## config.mk

```make
export PLATFORM = sky130hd
export DESIGN_NAME = dmem_port_arbiter
export DESIGN_NICKNAME = d
export VERILOG_FILES = /design/src/rtl/dmem_port_arbiter.sv
export SDC_FILE = /design/constraint.sdc
export NUM_CORES = 1
export LEC_CHECK = 0
export CORE_AREA = 5 5 115 117
export CTS_CLUSTER_SIZE = 24
export DETAILED_ROUTE_END_ITERATION = 16
export DIE_AREA = 0 0 120 122
export SLEW_MARGIN = 5
export SYNTH_ARGS = -nofsm -noshare
export SYNTH_HDL_FRONTEND = slang
export SYNTH_SLANG_ARGS = --single-unit
```

## constraint.sdc

```tcl
create_clock -name i_clk -period 4 [get_ports i_clk]
set_input_delay 1 -clock i_clk [delete_from_list [all_inputs] [get_ports i_clk]]
set_output_delay 1 -clock i_clk [all_outputs]
set_load 0.05 [all_outputs]
```

## src/rtl/dmem_port_arbiter.sv

```systemverilog
// dmem_port_arbiter
// Shares data BRAM port B between the pipeline MEM stage and an external host
// master, grants one access per cycle, stalls the core when the host wins and
// routes the one-cycle-latency read data back to whichever side issued the read.
// Optional feature macro: DMEM_ARB_ROUND_ROBIN_EN -- when defined, conflicts are
// resolved by alternating winners; otherwise the core has priority and a host
// starvation counter forces a host win after MAX_HOST_WAIT refused cycles.

module dmem_port_arbiter #(
  parameter int unsigned MAX_HOST_WAIT = 8
) (
  input  logic        i_clk,
  input  logic        i_rst_n,
  input  logic        i_core_req,
  input  logic [3:0]  i_core_we,
  input  logic [31:0] i_core_addr,
  input  logic [31:0] i_core_wdata,
  output logic        o_core_stall,
  output logic        o_core_rvalid,
  output logic [31:0] o_core_rdata,
  input  logic        i_host_req,
  input  logic [3:0]  i_host_we,
  input  logic [31:0] i_host_addr,
  input  logic [31:0] i_host_wdata,
  output logic        o_host_gnt,
  output logic        o_host_rvalid,
  output logic [31:0] o_host_rdata,
  output logic [3:0]  o_bram_we,
  output logic [31:0] o_bram_addr,
  output logic [31:0] o_bram_di,
  input  logic [31:0] i_bram_do
);

  localparam logic [3:0] LP_MAX_WAIT = 4'(MAX_HOST_WAIT);
  localparam logic [3:0] LP_WAIT_SAT = 4'd15;

  typedef enum logic [1:0] {
    OWN_NONE = 2'd0,
    OWN_CORE = 2'd1,
    OWN_HOST = 2'd2
  } rd_owner_e;

  rd_owner_e  r_rd_owner;
  rd_owner_e  w_rd_owner_nxt;
  logic [3:0] r_host_wait;
  logic [3:0] w_host_wait_nxt;
  logic       w_host_first;
  logic       w_host_gnt;
  logic       w_core_gnt;

`ifdef DMEM_ARB_ROUND_ROBIN_EN
  typedef enum logic {
    WIN_CORE = 1'b0,
    WIN_HOST = 1'b1
  } winner_e;

  winner_e r_last_winner;
  winner_e w_last_winner_nxt;
`endif

  // Grant decision: a lone requester always wins; on conflict pick by policy.
  // Gated by reset so nothing is granted (and nothing stalls) while in reset.
  always_comb begin
    w_host_first = 1'b0;
`ifdef DMEM_ARB_ROUND_ROBIN_EN
    w_host_first = (r_last_winner == WIN_CORE);
`else
    w_host_first = (r_host_wait >= LP_MAX_WAIT);
`endif
    w_host_gnt = i_rst_n & i_host_req & (~i_core_req | w_host_first);
    w_core_gnt = i_rst_n & i_core_req & ~w_host_gnt;
  end

  // BRAM port B mux: drive the winner's access, all zeros when idle.
  always_comb begin
    o_bram_we   = 4'd0;
    o_bram_addr = 32'd0;
    o_bram_di   = 32'd0;
    if (w_host_gnt) begin
      o_bram_we   = i_host_we;
      o_bram_addr = i_host_addr;
      o_bram_di   = i_host_wdata;
    end else if (w_core_gnt) begin
      o_bram_we   = i_core_we;
      o_bram_addr = i_core_addr;
      o_bram_di   = i_core_wdata;
    end
  end

  // Next state: read owner for next cycle, host starvation count, rotation.
  always_comb begin
    w_rd_owner_nxt  = OWN_NONE;
    w_host_wait_nxt = 4'd0;
    if (w_host_gnt && (i_host_we == 4'd0)) begin
      w_rd_owner_nxt = OWN_HOST;
    end else if (w_core_gnt && (i_core_we == 4'd0)) begin
      w_rd_owner_nxt = OWN_CORE;
    end
    if (i_host_req && !w_host_gnt) begin
      w_host_wait_nxt = (r_host_wait == LP_WAIT_SAT) ? r_host_wait : r_host_wait + 4'd1;
    end
`ifdef DMEM_ARB_ROUND_ROBIN_EN
    w_last_winner_nxt = r_last_winner;
    if (i_core_req && i_host_req && (w_host_gnt || w_core_gnt)) begin
      w_last_winner_nxt = w_host_gnt ? WIN_HOST : WIN_CORE;
    end
`endif
  end

  // State registers; reset drops any pending read return.
  always_ff @(posedge i_clk or negedge i_rst_n) begin
    if (!i_rst_n) begin
      r_rd_owner    <= OWN_NONE;
      r_host_wait   <= 4'd0;
`ifdef DMEM_ARB_ROUND_ROBIN_EN
      r_last_winner <= WIN_HOST;
`endif
    end else begin
      r_rd_owner    <= w_rd_owner_nxt;
      r_host_wait   <= w_host_wait_nxt;
`ifdef DMEM_ARB_ROUND_ROBIN_EN
      r_last_winner <= w_last_winner_nxt;
`endif
    end
  end

  assign o_host_gnt    = w_host_gnt;
  assign o_core_stall  = i_rst_n & i_core_req & ~w_core_gnt;
  assign o_core_rvalid = (r_rd_owner == OWN_CORE);
  assign o_host_rvalid = (r_rd_owner == OWN_HOST);
  assign o_core_rdata  = (r_rd_owner == OWN_CORE) ? i_bram_do : 32'd0;
  assign o_host_rdata  = (r_rd_owner == OWN_HOST) ? i_bram_do : 32'd0;

endmodule

```

# Yosys cells after proc, flatten, opt, wreduce, memory -nomap -nowiden
# Cells that the tools add are included.
# Widths: inputs -> output; s select.
dict set report totals {
  regBits 6
  in_bits 172
  out_inout_bits 136
  wordCells 35
}
dict set report classes {
  add_sub_neg 1
  magnitude_cmp 1
  n_eq_ne 4
  mux 12
  bitwise_logic 9
  n_reduce_logical 6
}
# operator count
set op_table {}
lappend op_table {{$mux 32} 6}
lappend op_table {{$mux 4} 4}
lappend op_table {{$logic_not 4->1} 2}
lappend op_table {{$and 1x1->1} 5}
lappend op_table {{$add 4x1->4 const B} 1}
lappend op_table {{$eq 4x4->1 const B} 1}
lappend op_table {{$ge 4x4->1 const B} 1}
lappend op_table {{$logic_and 1x1->1} 3}
lappend op_table {{$not 1->1} 3}
lappend op_table {{$eq 2x1->1 const B} 1}
lappend op_table {{$eq 2x2->1 const B} 1}
lappend op_table {{$mux 2} 1}
lappend op_table {{$ne 2x2->1 const B} 1}
lappend op_table {{$logic_not 1->1} 1}
lappend op_table {{$mux 1} 1}
lappend op_table {{$or 1x1->1} 1}

# Depth between registers and ports, before layout
# Gate-level depths: netlist (run 1).
dict set report depth {
  word_depth 8
  mapped_depth 5
  mapped_depth_nobuf 4
}

# Least setup slack after synthesis (run 1)
# OpenSTA, ideal clock, no wires.
dict set report synth_path {
  path_kind {input to output}
  startpoint {input i_core_req}
  endpoint {output o_bram_addr[10]}
  arrival_ns 2.067
  required_time_ns 3.000
  slack_ns 0.933
  stages 5
  n_path_buf 2
  cell_sequence {nand2_1 -> a21oi_2 -> buf_2 -> buf_2 -> a22o_1}
}
dict set report synth_between {
  elab_chain_cells 7
  word_cells_on_any_way 8
  cone_classes {mux: 2; bitwise: 6}
}
# element line
set synth_rtl {}
lappend synth_rtl {{from (decl)} 14} ;# input logic i_core_req,
lappend synth_rtl {{$not 1->1} 70} ;# w_host_gnt = i_rst_n & i_host_req & (~i_core_req | w_host_first);
lappend synth_rtl {{$or 1x1->1} 70}
lappend synth_rtl {{$and 1x1->1} 70}
lappend synth_rtl {{$not 1->1} 71} ;# w_core_gnt = i_rst_n & i_core_req & ~w_host_gnt;
lappend synth_rtl {{$and 1x1->1} 71}
lappend synth_rtl {{$mux 32} 83} ;# end else if (w_core_gnt) begin
lappend synth_rtl {{$mux 32 *} 79} ;# if (w_host_gnt) begin
lappend synth_rtl {{to (decl)} 29} ;# output logic [31:0] o_bram_addr,
# Mark *: on every way between the ends. The rest lies on a longest branch, timed or not.

# Worst setup path in the final report (run 1)
dict set report layout_path {
  startpoint {input i_host_req}
  endpoint {output o_bram_di[21]}
}
dict set report layout_between {
  elab_chain_cells 6
}
# element line
set layout_rtl {}
lappend layout_rtl {{from (decl)} 21} ;# input logic i_host_req,
lappend layout_rtl {{$and 1x1->1 * (2 in series)} 70}
lappend layout_rtl {{$not 1->1} 71}
lappend layout_rtl {{$and 1x1->1} 71}
lappend layout_rtl {{$mux 32} 83}
lappend layout_rtl {{$mux 32 *} 79}
lappend layout_rtl {{to (decl)} 30} ;# output logic [31:0] o_bram_di,
# Marks and branches as above.

==> flow_summary.yaml, run 1 <==
outcome:
  status: "completed"
final_layout:
  drive_above_1_share_pct: 17.2
  antenna_cells: 0
  nFillCells: 1185
  final_core_util_pct: 44.4
  area_growth_pct: 270
  final_cell_area_um2: 5440
  nets: 659
  stdcell_count: 633
die:
  core_area_um2: 12300
  start_util_pct: 12.0
  dieHeight_um: 122
  die_width_um: 120
  floorplan.rows: 41
  die_area_um2: 14600
  ioPinCount: 308
placement:
  routabilityCongestion: 0.834
  placed_cells: 630
  io_buffer_count: 307
  place_area_um2: 5370
  dpl.hpwl_um: 10500
  place_ws_ns: 0.397
power_and_ir_drop:
  power.density_nw_per_um2: 158
  vdd_drop_max_v: 0.0000808
  finalPower_uw: 858
  p_leak_nw: 2.19
worst_setup_path:
  rr_startpoint: "r_host_wait[3]"
  cp-start-kind: "input pin"
  startpoint: "i_host_req"
  crit_chain: "clkdlybuf4s50_1, and3_2, buf_12, a22o_1, buf_12"
  crit_top_cell: "buf_12"
  slowest_delay_ns: 0.58
  cp_top_family: "buffers and inverters"
  path_class: "in -> out"
  crit_path_end_kind: "output port"
  critPathArrivalTime_ns: 2.60
  critPathRequiredTime_ns: 3.00
  crit_path_max_fanout: 71
  slowest_stage: "clkdlybuf4s50_1"
  cp.buffers_inverters: 3
clocking:
  post_cts_buffers: 0
  cts_resized: 0
  clockBufferDepth: 2
  postCtsHoldBufs: 0
  htree_levels: 1
  cts_buffers: 3
  clock-sinks: 6
  clockRootBuffer: "clkbuf_16"
  cts_tree: "yes"
  clock_latency_ns: 0.22
  path_clk_slew_ns: 0.03
drt:
  routed_wl_um: 11400
  vias: 2642
  post_drt_wl_per_cell_um: 18.0
  via_per_inst: 4.17
  drt.antenna.violating_nets: 0
  first_pass_iters: 4
  drc: 0
  drt-initial-drc-count: 50
synth:
  synth_most_common_cell: "a22o_1"
  yosysSeqAreaShare_pct: 10.2
  netlist.area_leader.share_pct: 40.5
  syn_area_per_cell_um2: 7.82
  synth_area_um2: 1470
  synth_nets: 362
  synth_warnings: 0
  yosys.area.top_type: "a22o_1"
  async_flop_share_pct: 100
  ys.flop_type: "dfrtp_1"
  syn_inst: 188
  synth_edf_count: 0
  yosysUniqueCellTypes: 22
  ys_top_cells_by_area: "a22o_1, and2_1, dfrtp_1"
  synthTopCellsByCount: "a22o_1, and2_1, clkbuf_1, buf_6, dfrtp_1"
  synth_seq_cells: 6
global_routing:
  top_usage_layer: "met2"
  grt.total_usage_pct: 14.4
  grt_use_met1_pct: 14.4
  use_met2_pct: 27.9
  grt_first_pass_wirelength_um: 16600
  antenna_found_initial: 0
  grt_util_met3_pct: 5.76
  grt_pass1_vias: 2826
  grt_overflow: 0
  grt_max_degree: 72
timing:
  rsz0062_at_grt: "no"
  tns_ns: 0
  final-hold-violation-count: 0
  setup_viol: 0
  skew_ns: 0.000225
  min_period_ns: 3.60
  hold_ws_ns: 0.611
  max_freq_ghz: 0.278
  finalWorstSetupSlack_ns: 0.397
  drv_slew: 0
  fin_crit_sh_pct: 90.1
  maxSlewHeadroom_pct: 65.3
  tightest_slew_ns: 0.519
hold_path:
  hp-class: "reg -> reg"
  hold_start: "r_host_wait[1]"
run:
  drv_cap: 0
## state kept, by name, summed over array words and instances (netlist names)
register     cells
r_host_wait      4
r_rd_owner       2
## where the power goes
group / leakage [nW] / switching (mW) / internal [mW]
logic: 2.07 / 0.282 / 0.348
clock network: 0.0370 / 0.0337 / 0.128
registers: 0.0820 / 0.00255 / 0.0630
total: 2.19 / 0.318 / 0.540
## cell usage in the layout, fill, tap and decap left out, drive strengths merged
cell / instances
a21bo: 1
a21oi: 1
a22o: 68
a31oi: 1
and2: 67
and3: 1
buf: 77
clkbuf: 3
clkdlybuf4s50: 236
dfrtp: 6
ha: 2
inv: 2
mux2i: 1
nand2: 2
nand2b: 1
nand3: 2
nor2: 4
nor2b: 2
nor3: 2
nor3b: 1
nor4: 2
xnor2: 1
## worst reg2reg max path, cell delays in order, from the launching register on
cell	delay (ns)
dfrtp_1	0.45
nand2b_1	0.19
and3_2	0.23
buf_12	0.18
and2_1	0.25
## cell families (layout without fill, tap and decap cells)
family	after synthesis	in the layout	synth area share, %
buffers and inverters	23	318	10.1
adder cells (fa/ha/maj)	2	2	1.70
AO/OA/AOI/OAI	71	71	42.2
flip-flops	6	6	10.2
XOR/XNOR	1	1	0.596
multiplexers	1	1	0.681
AND/OR/NAND/NOR	84	84	34.5
## final timing paths
| path | to | slack, ns | cells past startpoint |
|---|---|---|---|
| worst max-delay path | o_bram_di[21] | 0.40 | 5 |
| worst min-delay path | r_host_wait[1] | 0.61 | 2 |
| worst max register to register | r_rd_owner[1] | 2.58 | 4 |
| worst min register to register | r_host_wait[1] | 0.61 | 2 |
| max in group asynchronous | r_rd_owner[1] | 2.76 | 2 |
| min in group asynchronous | r_host_wait[3] | 1.12 | 2 |
## layer usage
layer / vias to the layer above / share of wire [%] / routed length [um]
li1: 1285 / - / -
met1: 1157 / 34 / 3910
met2: 188 / 51 / 5870
met3: 12 / 12 / 1420
met4: 0 / 1.7 / 195
met5: - / 0 / 0
## layout make-up
type,count,area [um2],area share [%]
clock buffers,3,75.1,1.38
inverters,2,7.51,0.138
flip-flops and latches,6,150,2.76
well taps,150,188,3.45
multi-input cells,159,1180,21.7
repair buffers,313,3840,70.6
Power figures use the tool's default switching activity.
==> run 2, diff against run 1 <==
--- a/config.mk
+++ b/config.mk
@@ -6,7 +6,7 @@
 export NUM_CORES = 1
 export LEC_CHECK = 0
 export CORE_AREA = 5 5 115 117
-export CTS_CLUSTER_SIZE = 24
+export CTS_CLUSTER_SIZE = 25
 export DETAILED_ROUTE_END_ITERATION = 16
 export DIE_AREA = 0 0 120 122
 export SLEW_MARGIN = 5
==> results of run 2 <==
No change in the layout: final DEF, timing and power equal those of run 1.
==> run 3, diff against run 2 <==
--- a/config.mk
+++ b/config.mk
@@ -6,7 +6,7 @@
 export NUM_CORES = 1
 export LEC_CHECK = 0
 export CORE_AREA = 5 5 115 117
-export CTS_CLUSTER_SIZE = 25
+export CTS_CLUSTER_SIZE = 10
 export DETAILED_ROUTE_END_ITERATION = 16
 export DIE_AREA = 0 0 120 122
 export SLEW_MARGIN = 5
==> results of run 3 <==
No change in the layout: final DEF, timing and power equal those of run 1.
